### src/rtl/controle_bombas_multi_pkg.sv
// Shared definitions for the multi-channel pump controller: channel state
// encoding, default prescaler length and channel-index width helper.
package controle_bombas_multi_pkg;

    localparam logic [1:0] ST_IDLE = 2'd0;
    localparam logic [1:0] ST_RUN  = 2'd1;
    localparam logic [1:0] ST_DONE = 2'd2;

    localparam int TICK_CICLOS_PADRAO = 50000;

    // Channel index width, never narrower than one bit.
    function automatic int canal_largura(input int num_canais);
        return (num_canais > 1) ? $clog2(num_canais) : 1;
    endfunction

endpackage

### src/rtl/controle_bombas_multi_if.sv
// Command/status bundle of the pump controller; master issues liga/para,
// slave (the controller) drives pump and status outputs.
interface controle_bombas_multi_if #(
    parameter int NUM_CANAIS = 2,
    parameter int DUR_W      = 16
);
    import controle_bombas_multi_pkg::*;

    localparam int CANAL_W = canal_largura(NUM_CANAIS);

    logic                  liga;
    logic [CANAL_W-1:0]    canal;
    logic [DUR_W-1:0]      duracao;
    logic [NUM_CANAIS-1:0] para;
    logic [NUM_CANAIS-1:0] bomba;
    logic [NUM_CANAIS-1:0] ocupado;
    logic [NUM_CANAIS-1:0] fim_bomba;
    logic                  erro;

    modport master (
        output liga, canal, duracao, para,
        input  bomba, ocupado, fim_bomba, erro
    );

    modport slave (
        input  liga, canal, duracao, para,
        output bomba, ocupado, fim_bomba, erro
    );

endinterface

### src/rtl/controle_bombas_multi_canal_bomba.sv
// One pump channel: IDLE/RUN/DONE state machine with its own remaining-tick
// counter; all outputs are registered decodes of the next state.
module canal_bomba
    import controle_bombas_multi_pkg::*;
#(
    parameter int DUR_W = 16
) (
    input  logic             clock,
    input  logic             reset,
    input  logic             tick_i,
    input  logic             start_i,
    input  logic             para_i,
    input  logic [DUR_W-1:0] duracao_i,
    output logic             bomba_o,
    output logic             ocupado_o,
    output logic             fim_o
);

    logic [1:0]       estado_q, estado_d;
    logic [DUR_W-1:0] rest_q, rest_d;
    logic             bomba_q, ocupado_q, fim_q;

    // Next-state and remaining-count logic; an abort wins over the final tick.
    always_comb begin
        estado_d = estado_q;
        rest_d   = rest_q;
        case (estado_q)
            ST_IDLE: begin
                if (start_i) begin
                    estado_d = ST_RUN;
                    rest_d   = duracao_i;
                end else begin
                    estado_d = ST_IDLE;
                end
            end
            ST_RUN: begin
                if (para_i) begin
                    estado_d = ST_IDLE;
                    rest_d   = {DUR_W{1'b0}};
                end else if (tick_i) begin
                    if (rest_q == DUR_W'(1)) begin
                        estado_d = ST_DONE;
                        rest_d   = {DUR_W{1'b0}};
                    end else begin
                        rest_d   = rest_q - DUR_W'(1);
                    end
                end else begin
                    rest_d = rest_q;
                end
            end
            ST_DONE: begin
                estado_d = ST_IDLE;
            end
            default: begin
                estado_d = ST_IDLE;
                rest_d   = {DUR_W{1'b0}};
            end
        endcase
    end

    // State, counter and registered output decodes with synchronous reset.
    always_ff @(posedge clock) begin
        if (reset) begin
            estado_q  <= ST_IDLE;
            rest_q    <= {DUR_W{1'b0}};
            bomba_q   <= 1'b0;
            ocupado_q <= 1'b0;
            fim_q     <= 1'b0;
        end else begin
            estado_q  <= estado_d;
            rest_q    <= rest_d;
            bomba_q   <= (estado_d == ST_RUN);
            ocupado_q <= (estado_d != ST_IDLE);
            fim_q     <= (estado_d == ST_DONE);
        end
    end

    assign bomba_o   = bomba_q;
    assign ocupado_o = ocupado_q;
    assign fim_o     = fim_q;

endmodule

### src/rtl/controle_bombas_multi.sv
// Multi-channel pump controller top: shared tick prescaler, liga acceptance
// and erro pulse, and one canal_bomba instance per channel.
module controle_bombas_multi
    import controle_bombas_multi_pkg::*;
#(
    parameter int NUM_CANAIS  = 2,
    parameter int TICK_CICLOS = TICK_CICLOS_PADRAO,
    parameter int DUR_W       = 16
) (
    input  logic                    clock,
    input  logic                    reset,
    controle_bombas_multi_if.slave  bus
);

    localparam int CANAL_W = canal_largura(NUM_CANAIS);
    localparam int PRESC_W = $clog2(TICK_CICLOS);

    logic [PRESC_W-1:0]    presc_q, presc_d;
    logic                  tick_s;
    logic                  faixa_s;
    logic                  ocupado_sel_s;
    logic                  aceita_s;
    logic                  erro_q;
    logic [NUM_CANAIS-1:0] start_s;
    logic [NUM_CANAIS-1:0] bomba_s, ocupado_s, fim_s;

    assign tick_s = (presc_q == PRESC_W'(TICK_CICLOS - 1));

    // Free-running prescaler wrapping at TICK_CICLOS-1.
    always_comb begin
        if (tick_s) begin
            presc_d = {PRESC_W{1'b0}};
        end else begin
            presc_d = presc_q + PRESC_W'(1);
        end
    end

    // Busy status of the addressed channel; out-of-range indexes read as idle
    // here and are rejected by the range check instead.
    always_comb begin
        ocupado_sel_s = 1'b0;
        for (int i = 0; i < NUM_CANAIS; i++) begin
            if (bus.canal == CANAL_W'(i)) begin
                ocupado_sel_s = ocupado_s[i];
            end else begin
                ocupado_sel_s = ocupado_sel_s;
            end
        end
    end

    assign faixa_s  = ({1'b0, bus.canal} < (CANAL_W + 1)'(NUM_CANAIS));
    assign aceita_s = bus.liga && !reset && faixa_s && !ocupado_sel_s
                      && (bus.duracao != {DUR_W{1'b0}});

    // Prescaler and rejected-request pulse.
    always_ff @(posedge clock) begin
        if (reset) begin
            presc_q <= {PRESC_W{1'b0}};
            erro_q  <= 1'b0;
        end else begin
            presc_q <= presc_d;
            erro_q  <= bus.liga && !aceita_s;
        end
    end

    for (genvar i = 0; i < NUM_CANAIS; i++) begin : g_canal
        assign start_s[i] = aceita_s && (bus.canal == CANAL_W'(i));

        canal_bomba #(
            .DUR_W (DUR_W)
        ) u_canal (
            .clock     (clock),
            .reset     (reset),
            .tick_i    (tick_s),
            .start_i   (start_s[i]),
            .para_i    (bus.para[i]),
            .duracao_i (bus.duracao),
            .bomba_o   (bomba_s[i]),
            .ocupado_o (ocupado_s[i]),
            .fim_o     (fim_s[i])
        );
    end

    assign bus.bomba     = bomba_s;
    assign bus.ocupado   = ocupado_s;
    assign bus.fim_bomba = fim_s;
    assign bus.erro      = erro_q;

endmodule

### src/flat_wrapper.sv
// flat-port wrapper written by rule: the top's interface ports become plain ports
module controle_bombas_multi_flat import controle_bombas_multi_pkg::*;
#(
    parameter int NUM_CANAIS  = 2,
    parameter int TICK_CICLOS = TICK_CICLOS_PADRAO,
    parameter int DUR_W       = 16
)
  (clock, reset, bus_liga, bus_canal, bus_duracao, bus_para, bus_bomba, bus_ocupado, bus_fim_bomba, bus_erro);
  controle_bombas_multi_if #(.NUM_CANAIS(NUM_CANAIS), .DUR_W(DUR_W)) bus_i ();
  input  logic clock;
  input  logic reset;
  input wire logic [$bits(bus_i.liga)-1:0] bus_liga;
  input wire logic [$bits(bus_i.canal)-1:0] bus_canal;
  input wire logic [$bits(bus_i.duracao)-1:0] bus_duracao;
  input wire logic [$bits(bus_i.para)-1:0] bus_para;
  output wire logic [$bits(bus_i.bomba)-1:0] bus_bomba;
  output wire logic [$bits(bus_i.ocupado)-1:0] bus_ocupado;
  output wire logic [$bits(bus_i.fim_bomba)-1:0] bus_fim_bomba;
  output wire logic [$bits(bus_i.erro)-1:0] bus_erro;
  assign bus_i.liga = bus_liga;
  assign bus_i.canal = bus_canal;
  assign bus_i.duracao = bus_duracao;
  assign bus_i.para = bus_para;
  assign bus_bomba = bus_i.bomba;
  assign bus_ocupado = bus_i.ocupado;
  assign bus_fim_bomba = bus_i.fim_bomba;
  assign bus_erro = bus_i.erro;
  controle_bombas_multi #(.NUM_CANAIS(NUM_CANAIS), .TICK_CICLOS(TICK_CICLOS), .DUR_W(DUR_W)) u_core (.clock(clock), .reset(reset), .bus(bus_i));
endmodule
### config.mk
export PLATFORM = sky130hd
export DESIGN_NAME = controle_bombas_multi_flat
export DESIGN_NICKNAME = d
export VERILOG_FILES = /design/src/rtl/controle_bombas_multi_pkg.sv /design/src/rtl/controle_bombas_multi_if.sv /design/src/rtl/controle_bombas_multi_canal_bomba.sv /design/src/rtl/controle_bombas_multi.sv /design/src/flat_wrapper.sv
export SDC_FILE = /design/constraint.sdc
export NUM_CORES = 1
export LEC_CHECK = 0
export CORE_ASPECT_RATIO = 0.5
export CORE_MARGIN = 5
export CORE_UTILIZATION = 45
export DETAILED_ROUTE_END_ITERATION = 16
export MAX_ROUTING_LAYER = met4
export PLACE_DENSITY_LB_ADDON = 0.1
export SLEW_MARGIN = 20
export SYNTH_ARGS = -nofsm -noshare
export SYNTH_HDL_FRONTEND = slang
export SYNTH_SLANG_ARGS = --single-unit
### constraint.sdc
create_clock -name clock -period 2.2 [get_ports clock]
set_input_delay 0.44 -clock clock [delete_from_list [all_inputs] [get_ports clock]]
set_output_delay 0.44 -clock clock [all_outputs]
set_load 0.02 [all_outputs]
==> results.toml <==
[run_status]
outcome = "finished clean"

[clock_network]
worst_skew_late_latency_ns = 0.33
cts.path.max_buffers = 2
cts.sinks = 59
cts-buffers-inserted = 9
cts-htree-levels = 3
ctsRootBufferMaster = "sky130_fd_sc_hd__clkbuf_16"
tritoncts = "yes"
clk_pin_slew_ns = 0.05

[drt]
drt_first_iter_violations = 321
drcViolationCount = 0
ant_nets = 0
detailroute.wirelength.met2_mm = 4.167
top_signal_layer_used = "met4"
drt_first_pass_iters = 4
wl_met1_mm = 4.000
routed_wirelength_mm = 8.697
met3WireLength_um = 419
num_vias = 3075
via_per_inst = 5.591
routedWlPerCell_um = 15.81

[pwr]
switchingPower_uw = 837.6
combinationalPowerShare_pct = 17.2
internal_power_uw = 2400
fin_total_pwr_uw = 3238
power.share.clock_pct = 47.3
powerDensity_mw_per_mm2 = 773.1
switching_share_pct = 25.87
cellLeakagePower_uw = 0.001746
worst_ir_drop_vdd_mv = 0.4945
sequential_fraction_of_design_power_pct = 35.5

[synth]
synth_nets = 417
synth_enable_flop_cells = 0
ys_dominant_reg_cell = "sky130_fd_sc_hd__dfxtp_1"
ys_async_sr_fraction_pct = 0
seq_area_frac_synth_pct = 36.60
synth.yosys.warnings = 0
syn-mean-instance-area_um2 = 8.274
netlist_instances = 390
synthDistinctLibCells = 54
synth_seq_cells = 59
synth.cell_area_mm2 = 0.003227

[worst_setup_path]
cell_with_the_biggest_individual_delay_on_the_critical_path = "sky130_fd_sc_hd__or4b_4"
cp_top_family = "simple AND/OR/NAND/NOR gates"
crit_path_cell_trace = "or4b_4 > nor4_4 > buf_6 > nand2b_4 > o22ai_2 > buf_4 > a221o_1"
critical_path.max_stage_delay_ns = 0.54
cp_data_arrival_time_ns = 2.30
worst-path-buf-inv = 2
cp.required_ns = 2.42
timing_worst_setup_path_type = "flip-flop to flip-flop"
worst-path-max-fanout = 8
worst_setup_path_start_kind = "flip-flop"
critical_path.endpoint_type = "flip-flop"

[cells_and_area]
nFillCells = 597
insertedDiodeCount = 0
syn_to_final_growth_pct = 29.78
layout-drive-gt1-share_pct = 15.72
layout.cell_area.non_filler_mm2 = 0.004188
final_core_util_pct = 61.30
num-nets-final = 480
layoutNonFillerInstCount = 550
layout.cells.most_common = "sky130_fd_sc_hd__dfxtp_1"
layout_common_cells = "sky130_fd_sc_hd__dfxtp_1, sky130_fd_sc_hd__nor2_1, sky130_fd_sc_hd__buf_4"

[sta]
fin_crit_ns = 2.081
number_of_endpoints_failing_setup_at_the_final_stage = 0
finalMaxSlewViolations = 0
final_cycle_utilization_of_the_critical_path_pct = 94.60
actual_transition_at_the_worst_max_transition_pin_ns = 0.5365
grt_setup_unrepaired = "no"
tns_ns = 0
timing.clock.skew_ns = 0.005446
max_clock_freq_mhz = 480.5
hold_viol_final = 0
max_slew_margin_pct = 63.75

[global_route]
antenna_violations_before_repair = 0
grt_overflow_total = 0
first_global_vias = 3071
grt_start_max_net_pins = 23
grt_pass1_wl_mm = 14.76
grt_util_all_layers_pct = 21.05

[die]
io_pins = 29
initial_core_utilization_pct = 47.23
die-area_mm2 = 0.009067
core_region_area_mm2 = 0.006832
fp.dieH_um = 69.88
floorplan.die.width_um = 129.8
placementRows = 21

[placement]
dpl.hpwl_mm = 6.612
dp_cells = 533
numPortBuffers = 28
gp_routability_congestion = 0.9153
detailed_place.area_mm2 = 0.003836

[hold_path]
hp-class = "flip-flop to flip-flop"

[job]
cap_viol_max_count = 0
[synthesized netlist by cell type, drive strengths merged (2+ instances only)]
library cell,instances,area [µm²]
mux2i,2,20.02
and3,7,43.79
inv,20,75.07
and4b,2,20.02
or3,3,18.77
nor3b,5,37.54
o32ai,3,26.28
o31a,2,17.52
ha,5,62.56
nor3,8,40.04
clkbuf,8,30.03
a22o,8,70.07
xor2,17,148.9
nand3,10,50.05
o311ai,2,17.52
a32o,6,60.06
xnor2,14,122.6
nor2,52,197.7
a21oi,5,25.02
dfxtp,59,1181
a22oi,9,67.56
nand4,8,50.05
a31oi,3,18.77
nand2b,8,50.05
o31ai,2,15.01
o22ai,19,125.1
o21ai,17,96.35
and2,6,37.54
nor4,14,102.6
buf,14,106.4
nor2b,5,31.28
nand2,32,120.1
[layer usage]
layer  vias up  track usage (%)
met3        13            5.484
li1       1535                -
met5         -                -
met1      1467            26.20
met4         0            5.645
met2        60            34.00
[layout make-up]
cell class	instances	area (µm²)	area share, %
repair buffers	74	641.9	15.33
inverters	21	78.83	1.882
flip-flops and latches	59	1181	28.20
clock inverters	6	88.84	2.121
well taps	92	115.1	2.749
clock buffers	10	239.0	5.707
multi-input cells	288	1843	44.01
[final timing paths]
kind         cells after the start         startpoint  slack (ns)                                   to
max reg2reg                      7  u_core.presc_q[4]        0.12  u_core.g_canal[0].u_canal.rest_q[7]
min                              1  u_core.presc_q[0]        0.44                    u_core.presc_q[0]
max                              7  u_core.presc_q[4]        0.12  u_core.g_canal[0].u_canal.rest_q[7]
min reg2reg                      1  u_core.presc_q[0]        0.44                    u_core.presc_q[0]
[through the flow]
stage,hold slack [ns],worst slack [ns]
finish,0.4432,0.1189
global route,0.4783,0.004856
CTS,0.4453,0.06054
detailed placement,0.4372,-0.2003
global placement,0.4298,-0.1603
floorplan,0.4130,0.1167
[cells by family after synthesis]
group / after synthesis / synth area share [%]
and+or+nand+nor: 169 / 27.41
AOI/OAI and AO/OA: 81 / 18.34
DFF: 59 / 36.60
buffers and inverters: 43 / 6.669
xor gates and xnor gates: 31 / 8.414
adders and majority gates: 5 / 1.939
muxes: 2 / 0.6204
[power groups by stage]
stage	Combinational (µW)	Clock [µW]	Sequential, µW
global placement	535	0	1170
detailed placement	548	0	1170
CTS	552	1560	1150
finish	557	1530	1150
global route	614	1610	1160
floorplan	364	0	1160
[sequential cells by signal (all words and copies together), names as in the netlist]
signal                            flops
u_core.bus.erro                       1
u_core.g_canal.u_canal.rest_q        32
u_core.g_canal.u_canal.fim_o          2
u_core.g_canal.u_canal.bomba_o        2
u_core.g_canal.u_canal.estado_q       4
u_core.g_canal.u_canal.ocupado_o      2
u_core.presc_q                       16
[worst reg2reg max path: cells and delay by family, from the launching register on]
kind	cells	cell delay (ns)
and+or+nand+nor	3	0.90
DFF	1	0.31
AOI/OAI and AO/OA	2	0.41
buffers and inverters	2	0.35
[timing repair]
item	CTS	global route
resized for setup	0	5
endpoints found under the setup margin	0	8
hold buffers	0	0
setup buffers	0	1
No activity file was read; power rests on OpenSTA's default activity.
